### config.mk
export PLATFORM = sky130hd
export DESIGN_NAME = seq_div_sign_flat
export DESIGN_NICKNAME = d
export VERILOG_FILES = /design/src/rtl/seq_div_sign_if.sv /design/src/rtl/seq_div_sign.sv /design/src/flat_wrapper.sv
export SDC_FILE = /design/constraint.sdc
export NUM_CORES = 1
export LEC_CHECK = 0
export CORE_MARGIN = 4
export CORE_UTILIZATION = 30
export DETAILED_ROUTE_END_ITERATION = 8
export HOLD_SLACK_MARGIN = 0.02
export SLEW_MARGIN = 10
export SYNTH_ARGS = -nofsm -noshare
export SYNTH_HDL_FRONTEND = slang
export SYNTH_SLANG_ARGS = --single-unit
### constraint.sdc
create_clock -name clk -period 1.95 [get_ports clk]
set_input_delay 0.4875 -clock clk [delete_from_list [all_inputs] [get_ports clk]]
set_output_delay 0.4875 -clock clk [all_outputs]
set_load 0.005 [all_outputs]
### src/rtl/seq_div_sign_if.sv
// ---------------------------------------------------------------------------
// seq_div_sign_if
//   Handshake/data bundle between a requester (ALU sequencer or testbench)
//   and the seq_div_sign divider coprocessor.
//
//   Signals (N = operand width):
//     start  requester -> divider  1     request, honoured only while idle
//     a      requester -> divider  N     dividend, two's complement
//     b      requester -> divider  N     divisor, two's complement
//     q      divider -> requester  N+1   quotient, sign-extended
//     r      divider -> requester  N     remainder, sign of dividend
//     div0   divider -> requester  1     result on q/r came from b == 0
//     busy   divider -> requester  1     division in progress
//     done   divider -> requester  1     one-cycle result-valid pulse
//
//   Modports: master = requester side, slave = divider side.
// ---------------------------------------------------------------------------
interface seq_div_sign_if #(
  parameter int N = 5
) ();
  logic                start;
  logic signed [N-1:0] a;
  logic signed [N-1:0] b;
  logic signed [N:0]   q;
  logic signed [N-1:0] r;
  logic                div0;
  logic                busy;
  logic                done;

  modport master (
    output start, a, b,
    input  q, r, div0, busy, done
  );

  modport slave (
    input  start, a, b,
    output q, r, div0, busy, done
  );
endinterface

### src/rtl/seq_div_sign.sv
// ---------------------------------------------------------------------------
// seq_div_sign
//   Multi-cycle signed divider, Q = A / B and R = A % B truncating toward
//   zero. Restoring shift-subtract on operand magnitudes produces one
//   quotient bit per clock; a final cycle applies the signs. Sits beside the
//   ALU as a start/busy/done coprocessor.
//
//   Ports:
//     clk    in   rising-edge clock
//     rst_n  in   synchronous active-low reset; discards any operation
//     bus    slave modport of seq_div_sign_if (start/a/b in,
//            q/r/div0/busy/done out, all outputs registered)
//
//   Timing: accept on edge E0, N RUN edges, FIX on edge E0+N+1; done is high
//   for the single cycle after FIX. Latency is identical for every operand
//   pair, including b == 0.
// ---------------------------------------------------------------------------
module seq_div_sign #(
  parameter int N = 5
) (
  input  logic         clk,
  input  logic         rst_n,
  seq_div_sign_if.slave bus
);

  localparam int CW = $clog2(N + 1);

  typedef enum logic [1:0] {
    IDLE = 2'd0,
    RUN  = 2'd1,
    FIX  = 2'd2
  } state_t;

  // Control state (reset)
  state_t              r_state;
  logic [CW-1:0]       r_cnt;
  logic signed [N:0]   r_q;
  logic signed [N-1:0] r_r;
  logic                r_div0;
  logic                r_busy;
  logic                r_done;

  // Operand / datapath state (loaded on accept, not reset)
  logic                r_sa;    // sign of dividend
  logic                r_sb;    // sign of divisor
  logic [N-1:0]        r_ma;    // |a| shifting out, quotient bits shifting in
  logic [N-1:0]        r_mb;    // |b|
  logic [N-1:0]        r_p;     // partial remainder, always < |b| so N bits suffice
  logic signed [N-1:0] r_a;     // raw dividend, returned as r on divide-by-zero

  logic [N:0]          w_shift;
  logic [N-1:0]        w_trial;
  logic                w_ge;

  // Magnitude of a two's complement value; |-2^(N-1)| = 2^(N-1) fits unsigned.
  function automatic logic [N-1:0] magnitude(input logic signed [N-1:0] v);
    logic signed [N-1:0] n;
    n = -v;
    return v[N-1] ? unsigned'(n) : unsigned'(v);
  endfunction

  // Quotient sign fix-up at N+1 bits so +2^(N-1) is representable.
  function automatic logic signed [N:0] apply_sign_q(input logic neg,
                                                     input logic [N-1:0] mag);
    logic signed [N:0] ext;
    ext = $signed({1'b0, mag});
    return neg ? -ext : ext;
  endfunction

  // Remainder takes the dividend's sign.
  function automatic logic signed [N-1:0] apply_sign_r(input logic neg,
                                                       input logic [N-1:0] p);
    logic signed [N-1:0] t;
    t = $signed(p);
    return neg ? -t : t;
  endfunction

  // Restoring step: bring in the next dividend bit and trial-subtract |b|.
  // The N+1-bit shift can only set its top bit when it already exceeds |b|,
  // so the N-bit difference is exact whenever it is kept.
  assign w_shift = {r_p, r_ma[N-1]};
  assign w_ge    = (w_shift >= {1'b0, r_mb});
  assign w_trial = w_shift[N-1:0] - r_mb;

  // ---- datapath: operand capture and shift-subtract iterations ----
  always_ff @(posedge clk) begin
    case (r_state)
      IDLE: begin
        if (bus.start) begin
          r_sa <= bus.a[N-1];
          r_sb <= bus.b[N-1];
          r_ma <= magnitude(bus.a);
          r_mb <= magnitude(bus.b);
          r_a  <= bus.a;
          r_p  <= '0;
        end
      end
      RUN: begin
        r_p  <= w_ge ? w_trial : w_shift[N-1:0];
        r_ma <= {r_ma[N-2:0], w_ge};
      end
      default: ;
    endcase
  end

  // ---- control FSM with registered outputs ----
  always_ff @(posedge clk) begin
    if (!rst_n) begin
      r_state <= IDLE;
      r_cnt   <= '0;
      r_q     <= '0;
      r_r     <= '0;
      r_div0  <= 1'b0;
      r_busy  <= 1'b0;
      r_done  <= 1'b0;
    end else begin
      r_done <= 1'b0;
      case (r_state)
        IDLE: begin
          if (bus.start) begin
            r_cnt   <= CW'(N);
            r_busy  <= 1'b1;
            r_state <= RUN;
          end
        end
        RUN: begin
          r_cnt <= r_cnt - 1'b1;
          if (r_cnt == CW'(1)) begin
            r_state <= FIX;
          end
        end
        FIX: begin
          // b == 0 runs the full sequence; only the result is overridden here.
          if (r_mb == '0) begin
            r_q    <= '0;
            r_r    <= r_a;
            r_div0 <= 1'b1;
          end else begin
            r_q    <= apply_sign_q(r_sa ^ r_sb, r_ma);
            r_r    <= apply_sign_r(r_sa, r_p);
            r_div0 <= 1'b0;
          end
          r_busy  <= 1'b0;
          r_done  <= 1'b1;
          r_state <= IDLE;
        end
        default: begin
          r_state <= IDLE;
          r_busy  <= 1'b0;
        end
      endcase
    end
  end

  assign bus.q    = r_q;
  assign bus.r    = r_r;
  assign bus.div0 = r_div0;
  assign bus.busy = r_busy;
  assign bus.done = r_done;

endmodule

### src/flat_wrapper.sv
// flat-port wrapper written by rule: the top's interface ports become plain ports
module seq_div_sign_flat 
#(
  parameter int N = 5
)
  (clk, rst_n, bus_start, bus_a, bus_b, bus_q, bus_r, bus_div0, bus_busy, bus_done);
  seq_div_sign_if #(.N(N)) bus_i ();
  input  logic clk;
  input  logic rst_n;
  input wire logic [$bits(bus_i.start)-1:0] bus_start;
  input wire logic [$bits(bus_i.a)-1:0] bus_a;
  input wire logic [$bits(bus_i.b)-1:0] bus_b;
  output wire logic [$bits(bus_i.q)-1:0] bus_q;
  output wire logic [$bits(bus_i.r)-1:0] bus_r;
  output wire logic [$bits(bus_i.div0)-1:0] bus_div0;
  output wire logic [$bits(bus_i.busy)-1:0] bus_busy;
  output wire logic [$bits(bus_i.done)-1:0] bus_done;
  assign bus_i.start = bus_start;
  assign bus_i.a = bus_a;
  assign bus_i.b = bus_b;
  assign bus_q = bus_i.q;
  assign bus_r = bus_i.r;
  assign bus_div0 = bus_i.div0;
  assign bus_busy = bus_i.busy;
  assign bus_done = bus_i.done;
  seq_div_sign #(.N(N)) u_core (.clk(clk), .rst_n(rst_n), .bus(bus_i));
endmodule
==> flow_metrics.env, run 1 <==
export IMPL_hpwl_um=3399
export IMPL_synth_fp_nets=239
export IMPL_utilization=0.3984
export IMPL_crit_chain="inv_1 > ha_2 > inv_2 > fa_2 > a21oi_4 > inv_2 > a2111oi_4 > nor3_1"
export IMPL_cp_data_required_time_ns=1.99
export IMPL_clkTransAtPathRegs_ns=0.08
export IMPL_viasPerCell=4.628
export IMPL_period_minus_slack_ns=1.917
export IMPL_wl_met3_um=235
export IMPL_cap_violations=0
export IMPL_worstSetupEndpointType="flip-flop"
export IMPL_max_freq_ghz=0.5216
export IMPL_routed_top_layer="met4"
export IMPL_synth_seq_cells=40
export IMPL_grt_util_all_layers=0.1074
export IMPL_ant_nets=0
export IMPL_finalWeightedCongestion=0.8666
export IMPL_routed_wl_met2_um=1859
export IMPL_yosysUniqueCellTypes=47
export IMPL_dieArea_mm2=0.008566
export IMPL_synth_edf_count=21
export IMPL_cts_tree="yes"
export IMPL_vias=1629
export IMPL_rsz0062_at_grt="yes"
export IMPL_area_delta_synth_final_pct=27.60
export IMPL_arrival_ns=1.96
export IMPL_die_h_um=92.55
export IMPL_die_x_um=92.55
export IMPL_period_share=0.9832
export IMPL_setup_viol=0
export IMPL_met1_length_um=2191
export IMPL_drt_pass1_iter_count=4
export IMPL_holdCritPathClass="flip-flop to flip-flop"
export IMPL_grt_pass1_wl_um=7314
export IMPL_avgSynthCellArea_um2=10.02
export IMPL_worstMarginPinSlew_ns=0.5190
export IMPL_slew_headroom=0.6529
export IMPL_netlist_instances=214
export IMPL_cts_sinks=40
export IMPL_cp_slowest_stage_delay_ns=0.39
export IMPL_status="finished, final reports clean"
export IMPL_cp_start_kind="flip-flop"
export IMPL_ios=27
export IMPL_synthArstFlopShare=0
export IMPL_grt_max_degree=16
export IMPL_grt_overflow_total=0
export IMPL_power_mw=2.235
export IMPL_ys_warnings_count=0
export IMPL_wl_um=4365
export IMPL_cellLeakagePower_nw=1.052
export IMPL_drive_above_1_share=0.1719
export IMPL_syn_area_mm2=0.002145
export IMPL_power_density_mw_per_mm2=816.8
export IMPL_routedWlPerCell_um=12.40
export IMPL_cp_max_fo=3
export IMPL_fin_skew_ns=0.003731
export IMPL_cts_max_level=2
export IMPL_clock_latency_ns=0.29
export IMPL_drc_errors=0
export IMPL_cts_buffer_depth=2
export IMPL_cp_slowest_cell="edfxtp_1"
export IMPL_ir_worst_vdd_mv=0.3819
export IMPL_antenna_found_initial=0
export IMPL_core_area_mm2=0.006869
export IMPL_path_class="flip-flop to flip-flop"
export IMPL_nNetsFinal=280
export IMPL_slew_viol_final=0
export IMPL_drt_iter0_drc=69
export IMPL_port_buffers=26
export IMPL_cts_root_buf="clkbuf_8"
export IMPL_placed_area_mm2=0.002577
export IMPL_synth_main_ff_cell="edfxtp_1"
export IMPL_design_area_mm2=0.002736
export IMPL_fillers=710
export IMPL_synth_seq_area_share=0.4714
export IMPL_hold_violations=0
export IMPL_n_antenna_cell=0
export IMPL_start_util=0.3122
export IMPL_grt_pass1_vias=1552
export IMPL_row_count=30
export IMPL_cp_common_cell="inv_2"
export IMPL_cts_buffers=5
-- metal layers --
layer / GRT usage / vias to the layer above
met5: 0 / -
met4: 0.04579 / 0
met3: 0.02275 / 8
met2: 0.1625 / 37
met1: 0.1475 / 745
li1: - / 839
-- worst max-delay path: cells and delay by family (launching register included) --
family	cells	cell delay, ns
AO/OA/AOI/OAI	2	0.49
adder cells (fa/ha/maj)	2	0.55
buffers and inverters	3	0.18
flip-flops	1	0.39
AND/OR/NAND/NOR	1	0.07
-- final timing paths --
path / start / endpoint / slack, ns / depth (start not counted)
worst max-delay path: u_core.r_ma[4] / u_core.r_p[4] / 0.03 / 8
worst min register to register: u_core.bus.div0 / u_core.bus.div0 / 0.46 / 2
worst max register to register: u_core.r_ma[4] / u_core.r_p[4] / 0.03 / 8
worst min-delay path: u_core.bus.div0 / u_core.bus.div0 / 0.46 / 2
-- registers in the layout (all words and copies together), names as in the netlist --
| name | cells |
|---|---|
| u_core.r_sb | 1 |
| u_core.r_cnt | 3 |
| u_core.r_state | 2 |
| u_core.bus.div0 | 1 |
| u_core.bus.busy | 1 |
| u_core.r_mb | 5 |
| u_core.r_ma | 5 |
| u_core.r_p | 5 |
| u_core.bus.r | 5 |
| u_core.bus.q | 6 |
| u_core.bus.done | 1 |
| u_core.r_a | 5 |
-- cells in the final DEF, fill, tap and decap left out, types with 4 or more instances in the layout --
| cell type | count |
|---|---|
| xnor2_1 | 7 |
| nand2b_1 | 4 |
| dfxtp_1 | 19 |
| o31ai_1 | 5 |
| edfxtp_1 | 21 |
| and2_1 | 4 |
| mux2i_1 | 4 |
| o21ai_0 | 11 |
| buf_4 | 15 |
| a21oi_1 | 10 |
| nand3_1 | 11 |
| clkdlybuf4s50_1 | 26 |
| clkbuf_8 | 6 |
| ha_1 | 9 |
| o21ai_1 | 7 |
| nor2_1 | 10 |
| nand2_1 | 21 |
| inv_1 | 18 |
-- cell usage after synthesis, drive strengths merged, types with 2 or more instances --
| cell | instances | area (um2) |
|---|---|---|
| xor2 | 3 | 26.28 |
| a21oi | 13 | 68.82 |
| mux2i | 4 | 40.04 |
| inv | 20 | 75.07 |
| nand4 | 2 | 12.51 |
| nor2b | 3 | 18.77 |
| o21a | 3 | 22.52 |
| buf | 5 | 37.53 |
| nand2 | 22 | 85.09 |
| dfxtp | 19 | 380.4 |
| o31ai | 7 | 57.55 |
| nor3b | 2 | 20.02 |
| edfxtp | 21 | 630.6 |
| nand2b | 5 | 38.78 |
| nor2 | 10 | 37.54 |
| nand3 | 12 | 65.06 |
| clkbuf | 2 | 7.510 |
| o21ai | 19 | 95.09 |
| nor3 | 3 | 15.01 |
| and2 | 4 | 25.02 |
| xnor2 | 8 | 88.84 |
| ha | 11 | 137.6 |
-- per-stage QoR --
step / std cells / setup slack (ns) / TNS [ns] / hold WS (ns)
after global routing: 352 / -0.03204 / -0.05703 / 0.4899
final: 352 / 0.03275 / 0 / 0.4563
after global placement: 341 / 0.01576 / 0 / 0.4443
after CTS: 349 / 0.01436 / 0 / 0.4623
after detailed placement: 341 / -0.02799 / -0.02799 / 0.4517
after floorplan: 214 / 0.01414 / 0 / 0.4514
-- where the power goes --
part	leakage, nW	internal, mW	total (mW)	switching, mW
sequential	0.362	0.979	1.04	0.0628
combinational	0.639	0.295	0.630	0.334
clock	0.0510	0.282	0.564	0.281
total	1.05	1.56	2.23	0.678
-- area by class of cell --
type / instances / area, um2 / area share
clock inverter: 2 / 10.01 / 0.003658
multi-input combinational: 147 / 1065 / 0.3891
tap: 96 / 120.1 / 0.04390
clock buffer: 6 / 82.58 / 0.03018
timing repair buffer: 41 / 372.9 / 0.1363
inverter: 20 / 75.07 / 0.02743
sequential: 40 / 1011 / 0.3695
-- kinds of logic after synthesis --
| logic type | share of synthesized area |
|---|---|
| compound gates | 0.1529 |
| flops | 0.4714 |
| simple gates | 0.1739 |
| xor+xnor | 0.05368 |
| mux | 0.01867 |
| buf+inv | 0.05601 |
| fa+ha+maj | 0.07351 |
-- timing repair --
action	4_1_cts	5_1_grt
setup buffers	0	3
endpoints found under the setup margin	1	5
pin swaps	1	8
resized for setup	1	10
hold buffers	0	0
(Power assumes the default switching activity.)
==> run 2: changes to the inputs <==
ABC_AREA = 1   (was unset)
MAX_ROUTING_LAYER = met4   (was unset)
==> run 2 against run 1 <==
Worst setup slack improved by 0.11 ns. First-iteration DRC count increased by 46%. Maximum frequency increased by 6.3%. Worst hold slack improved by 0.011 ns. Clock power increased by 24%. Clock skew increased by 0.0033 ns. Highest routed layer unchanged.
==> flow_metrics.env, run 2 <==
export IMPL_status="finished, final reports clean"
export IMPL_cts_root_buf="clkbuf_8"
export IMPL_ys_warnings_count=0
export IMPL_cap_violations=0
export IMPL_slew_headroom=0.7155
export IMPL_nNetsFinal=312
export IMPL_cts_max_level=2
export IMPL_grt_util_all_layers=0.1039
export IMPL_synth_edf_count=21
export IMPL_holdWs_ns=0.4678
export IMPL_routedWlPerCell_um=10.99
export IMPL_grt_max_degree=15
export IMPL_holdCritPathClass="flip-flop to flip-flop"
export IMPL_synth_most_common_cell="nand2_1"
export IMPL_hold_violations=0
export IMPL_arrival_ns=1.85
export IMPL_path_class="flip-flop to flip-flop"
export IMPL_clkTransAtPathRegs_ns=0.08
export IMPL_cts_sinks=40
export IMPL_placed_area_mm2=0.002554
export IMPL_synth_top_area_frac=0.2949
export IMPL_row_count=30
export IMPL_core_area_mm2=0.006869
export IMPL_cp_start_kind="flip-flop"
export IMPL_cp_data_required_time_ns=1.99
export IMPL_slew_viol_final=0
export IMPL_setup_slack_ns=0.1459
export IMPL_hpwl_um=3350
export IMPL_ir_worst_vdd_mv=0.3851
export IMPL_wl_um=4219
export IMPL_grt_overflow_total=0
export IMPL_cts_buffer_depth=2
export IMPL_finalWeightedCongestion=0.8465
export IMPL_fin_skew_ns=0.007015
export IMPL_port_buffers=26
export IMPL_syn_area_mm2=0.002138
export IMPL_synth_top_area_cell="edfxtp_1"
export IMPL_power_mw=2.275
export IMPL_synth_area_leaders="edfxtp_1 29%, dfxtp_1 18%, nand2_1 11%"
export IMPL_final_common_cell="nand2_1"
export IMPL_synthArstFlopShare=0
export IMPL_avgSynthCellArea_um2=8.485
export IMPL_die_h_um=92.43
export IMPL_synth_commonest_cells="64 x nand2_1, 34 x inv_1, 21 x edfxtp_1, 19 x dfxtp_1"
export IMPL_synth_seq_cells=40
export IMPL_setup_viol=0
export IMPL_netlist_instances=252
export IMPL_n_antenna_cell=0
export IMPL_dieArea_mm2=0.008542
export IMPL_drive_above_1_share=0.09722
export IMPL_worstMarginPinSlew_ns=0.4262
export IMPL_place_ws_ns=0.07909
export IMPL_antenna_found_initial=0
export IMPL_drt_pass1_iter_count=4
export IMPL_synth_main_ff_cell="edfxtp_1"
export IMPL_synth_seq_area_share=0.4728
export IMPL_grt_pass1_wl_um=6879
export IMPL_viasPerCell=4.359
export IMPL_period_minus_slack_ns=1.804
export IMPL_hold_buffers=0
export IMPL_cts_tree="yes"
export IMPL_cts_buffers=5
export IMPL_rsz0062_at_grt="no"
export IMPL_drc_errors=0
export IMPL_fin_setup_tns_ns=0
export IMPL_grt_pass1_vias=1485
export IMPL_power_density_mw_per_mm2=850.5
export IMPL_die_x_um=92.43
export IMPL_yosysUniqueCellTypes=31
export IMPL_period_share=0.9252
export IMPL_largest_reg_flops=6
export IMPL_drt_iter0_drc=101
export IMPL_vias=1674
export IMPL_area_delta_synth_final_pct=25.10
export IMPL_final_cell_mix="63 x nand2_1, 34 x inv_1, 26 x clkdlybuf4s50_1, 21 x edfxtp_1, 19 x dfxtp_1"
export IMPL_max_freq_ghz=0.5543
export IMPL_synth_fp_nets=277
export IMPL_design_area_mm2=0.002675
export IMPL_cellLeakagePower_nw=1.138
export IMPL_ant_nets=0
export IMPL_clock_latency_ns=0.29
export IMPL_start_util=0.3113
export IMPL_cp_max_fo=5
export IMPL_ios=27
export IMPL_worstSetupEndpointType="flip-flop"
-- run 2: cell count changes in the layout (fill, tap and decap cells not counted), moves of 5 or more --
cell	previous run	this run
xnor2_1	7	2
inv_1	18	34
buf_4	15	6
nand3_1	11	17
a21oi_1	10	17
nor2_1	10	16
nand2_1	21	63
-- run 2: critical path, stage by stage, from the launching register on --
cell and delay (ns):
edfxtp_1 0.39, inv_1 0.09, ha_1 0.14, inv_1 0.07, fa_2 0.36, nand3_1 0.08
nand2_1 0.07, nand2_2 0.09, nand2_4 0.09, nor2_8 0.12, a21oi_1 0.05
-- run 2: metal layers --
layer / vias up / GRT usage / wire, um
met3: 2 / 0.02518 / 217
met1: 751 / 0.1438 / 2111
met5: - / - / 0
li1: 885 / - / -
met2: 36 / 0.1511 / 1873
met4: 0 / 0.02970 / 17
-- run 2: kinds of logic (layout without fill, tap and decap cells) --
logic type      Yosys count  count (layout)  synth area share
flops                    40              40            0.4728
fa+ha+maj                12              12           0.07373
compound gates           37              37           0.09479
buf+inv                  44              80           0.08250
simple gates            109             109            0.2265
xor+xnor                 10              10           0.04974
-- run 2: final timing paths --
path                         from               to  slack [ns]  depth (start not counted)
setup reg to reg   u_core.r_ma[4]   u_core.r_ma[0]        0.15                         10
hold reg to reg   u_core.bus.q[4]  u_core.bus.q[4]        0.47                          2
setup / recovery   u_core.r_ma[4]   u_core.r_ma[0]        0.15                         10
hold / removal    u_core.bus.q[4]  u_core.bus.q[4]        0.47                          2
-- run 2: final cells by class --
class,instances,area (um2)
clock buffer,6,82.58
clock inverter,2,33.78
fill,705,4194
inverter,39,146.4
multi-input combinational,168,955.9
sequential,40,1011
tap,96,120.1
timing repair buffer,33,325.3
-- run 2: timing repair --
action | CTS | global route
buffers inserted | 0 | 0
resized for setup | 0 | 2
endpoints found under the setup margin | 0 | 5
-- run 2: power by group --
group          internal (mW)  switching, mW
clock                  0.412          0.285
sequential             0.979         0.0580
combinational          0.227          0.314
-- run 2: through the flow --
step / std cells / utilization
after detailed placement: 376 / 0.3718
after global routing: 384 / 0.3894
after CTS: 384 / 0.3887
after floorplan: 252 / -
final: 384 / 0.3894
after global placement: 376 / 0.3718
==> run 3: changes to the inputs <==
GPL_TIMING_DRIVEN = 0   (was unset)
==> run 3 against run 2 <==
Count of clock-buffer cells in the layout increased by 1. Routed wire length shrank 1.5%. Sequential power is essentially flat. Sequential share of layout area rose by 0.68 points. Final area down 1.8%. Sequential cell count is the same. Power decreased by 8.5%. Register-to-register slack lost 0.03 ns. Non-clock buffer count unchanged. Die area did not move. Worst hold slack got worse by 0.0012 ns. Critical path type unchanged. Critical endpoint unchanged.
==> flow_metrics.env, run 3 (synthesis results as in run 2) <==
export IMPL_finalWeightedCongestion=0.8078
export IMPL_placed_area_mm2=0.002519
export IMPL_finalNonFillerCells=384
export IMPL_start_util=0.3113
export IMPL_grt_pass1_wl_um=7148
export IMPL_cts_sinks=40
export IMPL_fin_skew_ns=0.001817
export IMPL_endpoint="u_core.r_ma[0]"
export IMPL_ios=27
export IMPL_arrival_ns=1.87
export IMPL_cts_buffers=5
export IMPL_area_delta_synth_final_pct=22.88
export IMPL_n_antenna_cell=0
export IMPL_rr_worst_depth=10
export IMPL_dieArea_mm2=0.008542
export IMPL_cp_start_kind="flip-flop"
export IMPL_path_class="flip-flop to flip-flop"
export IMPL_cts_buffer_depth=2
export IMPL_largest_reg_flops=6
export IMPL_cts_root_buf="clkbuf_8"
export IMPL_nNetsFinal=312
export IMPL_routedWlPerCell_um=10.82
export IMPL_vias=1657
export IMPL_place_ws_ns=-0.8227
export IMPL_grt_max_degree=14
export IMPL_slew_viol_final=0
export IMPL_final_cell_mix="63 x nand2_1, 32 x inv_1, 26 x clkdlybuf4s50_1, 21 x edfxtp_1, 19 x dfxtp_1"
export IMPL_die_x_um=92.43
export IMPL_cp_data_required_time_ns=1.99
export IMPL_wl_um=4156
export IMPL_holdWs_ns=0.4666
export IMPL_ant_nets=0
export IMPL_placed_cells=374
export IMPL_status="finished, final reports clean"
export IMPL_row_count=30
export IMPL_hold_violations=0
export IMPL_power_density_mw_per_mm2=791.9
export IMPL_hold_buffers=0
export IMPL_drive_above_1_share=0.1007
export IMPL_port_buffers=26
export IMPL_slew_headroom=0.6577
export IMPL_die_h_um=92.43
export IMPL_r2r_setup_slack_ns=0.12
export IMPL_drc_errors=0
export IMPL_fin_setup_tns_ns=0
export IMPL_grt_pass1_vias=1582
export IMPL_cap_violations=0
export IMPL_holdCritPathClass="flip-flop to flip-flop"
export IMPL_cellLeakagePower_nw=1.109
export IMPL_drt_pass1_iter_count=4
export IMPL_r2r_end="u_core.r_ma[0]"
export IMPL_cts_max_level=2
export IMPL_grt_overflow_total=0
export IMPL_setup_viol=0
export IMPL_final_common_cell="nand2_1"
export IMPL_clkTransAtPathRegs_ns=0.07
export IMPL_power_mw=2.081
export IMPL_cts_tree="yes"
export IMPL_setup_slack_ns=0.1171
export IMPL_worstMarginPinSlew_ns=0.5135
export IMPL_rsz0062_at_grt="yes"
export IMPL_worstSetupEndpointType="flip-flop"
export IMPL_period_minus_slack_ns=1.833
export IMPL_clock_latency_ns=0.29
export IMPL_design_area_mm2=0.002628
export IMPL_r2r_start="u_core.r_ma[4]"
export IMPL_hpwl_um=3353
export IMPL_cp_max_fo=5
export IMPL_grt_util_all_layers=0.1083
export IMPL_startpoint="u_core.r_ma[4]"
export IMPL_ir_worst_vdd_mv=0.3782
export IMPL_antenna_found_initial=0
export IMPL_core_area_mm2=0.006869
export IMPL_max_freq_ghz=0.5456
export IMPL_viasPerCell=4.315
export IMPL_drt_iter0_drc=90
export IMPL_utilization=0.3825
export IMPL_period_share=0.9399
[run 3: worst min-delay path by stage]
stage | from | endpoint | slack (ns) | cells after the start
2_1_floorplan | u_core.r_state[1] | u_core.bus.busy | 0.44 | 1
3_3_place_gp | u_core.bus.q[4] | u_core.bus.q[4] | 0.46 | 2
3_5_place_dp | u_core.bus.q[4] | u_core.bus.q[4] | 0.46 | 2
4_1_cts | u_core.bus.q[4] | u_core.bus.q[4] | 0.47 | 2
5_1_grt | u_core.bus.q[4] | u_core.bus.q[4] | 0.50 | 2
6_report | u_core.bus.q[4] | u_core.bus.q[4] | 0.47 | 2
[run 3: critical path, stage by stage (launching register included)]
cell	delay (ns)
edfxtp_1	0.43
inv_2	0.09
ha_1	0.14
inv_1	0.06
fa_2	0.35
nand3_1	0.08
nand2_1	0.08
nand2_2	0.09
nand2_4	0.09
nor2_8	0.12
a21oi_1	0.06
[run 3: cell type report]
class                      count  area [um2]
multi-input combinational    168       963.4
clock inverter                 1       5.005
tap                           96       120.1
sequential                    40        1011
clock buffer                   7       76.32
buffer                         5       30.03
fill                         697        4242
inverter                      39       146.4
timing repair buffer          28       275.3
[run 3: routing by layer]
metal | global-route usage | routed length (um) | up-vias
li1 | - | - | 881
met1 | 0.1413 | 2050 | 730
met2 | 0.1601 | 1804 | 38
met3 | 0.02762 | 235 | 8
met4 | 0.04455 | 65 | 0
met5 | - | 0 | -
[run 3: what timing repair did]
item                       CTS  global route
cloned                       0             0
gates resized for setup      3             3
setup endpoints to repair   14            15
setup buffers                0             2
[run 3: power breakdown]
group	internal, mW	leakage (nW)	switching (mW)
sequential	0.980	0.362	0.0548
clock	0.251	0.0422	0.273
combinational	0.212	0.705	0.311
==> RTL change 1 (flow settings as in run 1) <==
`N` is set to 5 in 3 places; all go to 4.
--- a/src/rtl/seq_div_sign_if.sv
+++ b/src/rtl/seq_div_sign_if.sv
@@ -18,3 +18,3 @@
 interface seq_div_sign_if #(
-  parameter int N = 5
+  parameter int N = 4
 ) ();
--- a/src/rtl/seq_div_sign.sv
+++ b/src/rtl/seq_div_sign.sv
@@ -18,3 +18,3 @@
 module seq_div_sign #(
-  parameter int N = 5
+  parameter int N = 4
 ) (
--- a/src/flat_wrapper.sv
+++ b/src/flat_wrapper.sv
@@ -3,3 +3,3 @@
 #(
-  parameter int N = 5
+  parameter int N = 4
 )
Interface: changed (resized bus_a, bus_b, bus_q and bus_r); port bits go from 27 to 23. The function was not compared with the original's and may differ.
==> RTL change 1 against run 1 <==
  * Fmax grew 6.0%
  * Highest routed layer unchanged
  * Power down 22%
  * Via count decreased by 22%
  * Wire length is 25% lower
  * Design area is 21% lower
  * Synthesized cell count down 18%
  * Sequential cell count shrank 6
  * Critical path type unchanged
  * Area after synthesis is 18% lower
  * Setup slack better by 110 ps
==> RTL change 1: results (changes against run 1) <==
[cts]
path_clk_slew_ps = 70
post_cts_buffers = 0  ; unchanged
cts_resized = 0  ; -1
root_buffer = clkbuf_8
worstSkewPairLatency_ps = 280
cts_buffer_depth = 2  ; unchanged
cts_buffers = 5  ; unchanged
htreeDepth = 2  ; unchanged

[final_layout]
fin_nets = 226  ; -19%
largest_reg_flops = 5  ; -1
drive_above_1_share_pct = 9.268  ; -7.9 points
fill_cells = 596  ; -16%
antenna_cells = 0  ; unchanged

[power_and_ir_drop]
p_leak_uw = 0.0008327  ; -21%
vdd_drop_max_uv = 373.3  ; -2.2%

[sta]
slew_headroom_pct = 74.10  ; +8.8 points
fin_worst_skew_ps = 6.933  ; +3.202 ps

[setup_path]
cp.arrival_ps = 1820  ; -140 ps
path_delay_family = adder cells
crit_fanout = 3  ; unchanged
crit_slowest_cell = edfxtp_1
slowest_delay_ps = 430  ; +40 ps

[synth]
synth_seq_area_share_pct = 48.43  ; +1.3 points
synth_top_cells_by_area = edfxtp_1 (29%), dfxtp_1 (19%), ha_1 (7.1%)
synth_cell_types = 41  ; -13%
synth_edf_count = 17  ; -19%
syn_nets = 198  ; -17%
ys.warnings.count = 0  ; unchanged
synthFlopType = edfxtp_1
async_reset_ff_share_pct = 0  ; unchanged
synthTopCellsByCount = nand2_1 (18), dfxtp_1 (17), edfxtp_1 (17), inv_1 (17), o21ai_0 (15)

[detailed_routing]
vias = 1278  ; -22%
wl_per_cell_um = 11.83  ; -4.6%
dr.pass1.iters = 4  ; unchanged
drtIter0Drc = 42  ; -39%

[global_routing]
grt_pass1_vias = 1198  ; -23%
grt_pass1_wl_um = 5623  ; -23%
grt_start_max_net_pins = 14  ; -2
antenna_found_initial = 0  ; unchanged
grt_usage_pct = 9.813  ; -0.92 points

[placement]
place_congestion = 0.7507  ; -13%
placed_area_um2 = 2081  ; -19%
portBuffers = 22  ; -15%
hpwl_um = 2556  ; -25%

[run_status]
status = finished, final reports clean

[worst_hold_path]
hold_class = flop to flop

-- RTL change 1: cell count changes after synthesis, sizes merged, moves of 3 or more --
cell | before | now
a21boi | 1 | 5
xnor2 | 8 | 5
a21oi | 13 | 7
o21ai | 19 | 15
inv | 20 | 17
nand2 | 22 | 18
edfxtp | 21 | 17
nand3 | 12 | 6
nor2 | 10 | 7
o31ai | 7 | 2
nor2b | 3 | 6
-- RTL change 1: stage by stage --
step | cells | total power (µW) | setup WS [ps]
6_report | 277 | 1733 | 141.8
3_5_place_dp | 269 | 1258 | 80.81
3_3_place_gp | 269 | 1252 | 132.7
5_1_grt | 277 | 1838 | 49.10
4_1_cts | 277 | 1750 | 138.2
2_1_floorplan | 176 | 1140 | 216.9
-- RTL change 1: cells by family (layout without fill, tap and decap cells) --
kind of cell,count (synthesis),after routing,share of synthesized area (%)
and+or+nand+nor,56,56,16.95
AOI/OAI and AO/OA,41,41,15.38
DFF,34,34,48.43
buffers and inverters,24,53,5.698
adders and majority gates,11,11,8.262
xor gates and xnor gates,7,7,3.490
muxes,3,3,1.781
-- RTL change 1: worst paths after layout --
check	from	endpoint	slack (ps)	cells past startpoint
worst max register to register	u_core.r_ma[3]	u_core.r_p[2]	140	7
worst min-delay path	u_core.bus.q[1]	u_core.bus.q[1]	450	2
worst max-delay path	u_core.r_ma[3]	u_core.r_p[2]	140	7
worst min register to register	u_core.bus.q[1]	u_core.bus.q[1]	450	2
-- RTL change 1: worst register-to-register path: cells and delay by family, from the launching register on --
| family | cells | cell delay (ps) |
|---|---|---|
| flip-flops | 1 | 430 |
| AO/OA/AOI/OAI | 2 | 210 |
| buffers and inverters | 2 | 190 |
| adder cells (fa/ha/maj) | 2 | 540 |
| XOR/XNOR | 1 | 170 |
-- RTL change 1: final cells by class --
| class | instances | area [µm²] | area share [%] |
|---|---|---|---|
| well taps | 72 | 90.09 | 4.164 |
| clock inverters | 2 | 10.01 | 0.4627 |
| repair buffers | 28 | 265.3 | 12.26 |
| inverters | 17 | 63.81 | 2.950 |
| clock buffers | 6 | 72.57 | 3.355 |
| multi-input cells | 118 | 810.8 | 37.48 |
| flip-flops and latches | 34 | 850.8 | 39.33 |
-- RTL change 1: where the power goes --
| part | switching (µW) | total, µW | internal, µW |
|---|---|---|---|
| clock network | 246 | 493 | 247 |
| logic | 195 | 370 | 175 |
| registers | 49.2 | 869 | 820 |
-- RTL change 1: per-layer routing --
layer  global-route usage [%]  wire length (µm)  up-vias
li1                         -                 -      668
met1                    13.33              1644      579
met2                    15.16              1439       29
met3                    2.748               168        2
met4                    3.022                25        0
met5                        0                 0        -
==> RTL change 2 (flow settings as in run 1) <==
Made on the original files. Re-encode `state_t` (3 states) as one-hot, 3 bits wide.
--- a/src/rtl/seq_div_sign.sv
+++ b/src/rtl/seq_div_sign.sv
@@ -27,6 +27,6 @@
 
-  typedef enum logic [1:0] {
-    IDLE = 2'd0,
-    RUN  = 2'd1,
-    FIX  = 2'd2
+  typedef enum logic [2:0] {
+    IDLE = 3'b001,
+    RUN  = 3'b010,
+    FIX  = 3'b100
   } state_t;
Function: no difference found for any inputs over 10 cycles, from zero or initial values and one cycle with rst_n low; not proved beyond that.
==> RTL change 2 against run 1 <==
  * Area after synthesis shrank 0.53%
  * Clock skew rose by 4.3 ps
  * Power is 7.3% lower
  * Sequential cell count grew 1
  * Design area rose by 2.6%
  * Sequential power down 4%
  * Largest power group unchanged
  * Non-clock buffer count rose by 6
  * Sequential share of layout area decreased by 0.21 points
  * The run now ends with setup timing left
  * Setup slack worse by 79 ps
  * Count of clock-buffer cells in the layout stayed put
  * Wire length up 6.1%
==> RTL change 2: results (changes against run 1) <==
[synth]
synth_cells = 215  ; +0.47%
synthTopCellsByCount = nand2_1 (23), edfxtp_1 (21), dfxtp_1 (20)
syn_nets = 240  ; +0.42%
synth_top_cells_by_area = edfxtp_1 (30%), dfxtp_1 (19%), ha_1 (6.5%)
synth_cell_types = 45  ; -4.3%
async_reset_ff_share_pct = 0  ; unchanged
synth_seq_area_share_pct = 48.33  ; +1.2 points
ys.warnings.count = 0  ; unchanged

[sta]
tightest_slew_ps = 378.5  ; -140.5 ps
fin_setup_tns_ps = -46.20  ; -46.20 ps
fin_ws_ps = -46.20  ; -78.95 ps
fin_worst_skew_ps = 8.012  ; +4.280 ps
finalSetupViolCount = 1  ; +1
hold_viol = 0  ; unchanged

[cts]
htreeDepth = 2  ; unchanged
path_clk_slew_ps = 80  ; about the same
root_buffer = clkbuf_8
cts_buffer_depth = 2  ; unchanged
cts_buffers = 5  ; unchanged
worstSkewPairLatency_ps = 300

[detailed_routing]
drt-met1-wl_um = 2159  ; -1.5%
met3_length_um = 273  ; +16%
wl_per_cell_um = 12.90  ; +4.0%
avgViaCountPerCell = 4.663  ; +0.76%
highest_layer = met4
drtIter0Drc = 57  ; -17%
dr.pass1.iters = 4  ; unchanged
totalWireLength_um = 4632  ; +6.1%
route.met2.wl_um = 2121  ; +14%

[final_layout]
fill_cells = 702  ; -1.1%
fin_nets = 287  ; +2.5%
largest_reg_flops = 6  ; unchanged
drive_above_1_share_pct = 15.97  ; -1.2 points

[setup_path]
reg2reg_depth = 8  ; unchanged
crit_end = u_core.r_p[4]
crit_fanout = 3  ; unchanged
cp-startpoint = u_core.r_ma[4]
cp.arrival_ps = 2040  ; +80 ps

[power_and_ir_drop]
vdd_drop_max_uv = 298.2  ; -22%
p_leak_uw = 0.001066  ; +1.4%

[global_routing]
grt_usage_pct = 11.69  ; +0.96 points
grt_pass1_wl_um = 7817  ; +6.9%
antenna_found_initial = 0  ; unchanged
grt_pass1_vias = 1643  ; +5.9%
grt_start_max_net_pins = 17  ; +1

[worst_hold_path]
hold_class = flop to flop

[run_status]
status = complete, but fails checks
violations = setup timing

[placement]
hpwl_um = 3482  ; +2.4%
post-place-cells = 347  ; +1.8%
place_congestion = 0.7966  ; -8.1%
placed_area_um2 = 2615  ; +1.5%

==> RTL change 2: cell types whose count changed in the layout (fill, tap and decap cells not counted), sizes merged, moves of 2 or more <==
cell	run 1	this run
o31ai	7	5
buf	15	21
a21oi	13	9
o21ai	19	15
and2	4	1
nor2b	3	5
nand3	12	5
or3	0	2
nor2	10	14
==> RTL change 2: layer usage <==
metal,track usage [%],up-vias
li1,-,852
met1,15.10,774
met2,18.19,44
met3,3.493,4
met4,4.827,0
met5,0,-
==> RTL change 2: through the flow <==
| stage | util (%) | hold WS, ps | total power (µW) | worst slack, ps |
|---|---|---|---|---|
| after CTS | 39.73 | 459.1 | 2045 | 3.871 |
| after floorplan | - | 448.7 | 1229 | 39.00 |
| after global routing | 40.86 | 486.7 | 2182 | -151.6 |
| final | 40.86 | 452.2 | 2073 | -46.20 |
| after detailed placement | 38.07 | 441.6 | 1368 | -0.9873 |
| after global placement | 38.07 | 439.2 | 1359 | 42.09 |
==> RTL change 2: critical path, stage by stage, from the launching register on <==
cell and delay, ps:
edfxtp_1 390, inv_1 80, ha_2 170, inv_2 40, fa_2 360, a21oi_4 180, inv_1 100, a2111oi_4 340
nor3_1 80
==> RTL change 2: cell type report <==
| class | instances | area share, % |
|---|---|---|
| multi-input cells | 148 | 37.76 |
| repair buffers | 47 | 14.89 |
| flip-flops and latches | 41 | 36.74 |
| clock buffers | 6 | 2.586 |
| inverters | 19 | 2.541 |
| clock inverters | 2 | 1.204 |
| well taps | 96 | 4.280 |
==> RTL change 2: power breakdown <==
group	internal, µW	total [µW]	switching [µW]
logic	190	392	201
registers	962	1000	39.8
clock network	378	679	301
total	1530	2070	542
==> RTL change 2: cell families (layout without fill, tap and decap cells) <==
kind of cell	count (synthesis)	after routing	share of synthesized area, %
multiplexers	5	5	2.405
adder cells (fa/ha/maj)	12	12	7.390
flip-flops	41	41	48.33
XOR/XNOR	13	13	5.337
AND/OR/NAND/NOR	70	70	17.07
AO/OA/AOI/OAI	48	48	14.31
buffers and inverters	26	74	5.161
==> RTL change 2: worst min-delay path by stage <==
stage	start	end	slack, ps	depth (start not counted)
floorplan	u_core.bus.q[2]	u_core.bus.q[2]	450	2
global placement	u_core.bus.q[2]	u_core.bus.q[2]	440	2
detailed placement	u_core.bus.q[2]	u_core.bus.q[2]	440	2
CTS	u_core.bus.q[3]	u_core.bus.q[3]	460	2
global route	u_core.bus.q[2]	u_core.bus.q[2]	490	2
finish	u_core.bus.q[3]	u_core.bus.q[3]	450	2
==> RTL change 2: timing repair <==
item | 4_1_cts | 5_1_grt
gates resized for setup | 0 | 14
pin swaps | 1 | 4
setup endpoints to repair | 1 | 6
buffers inserted | 1 | 3
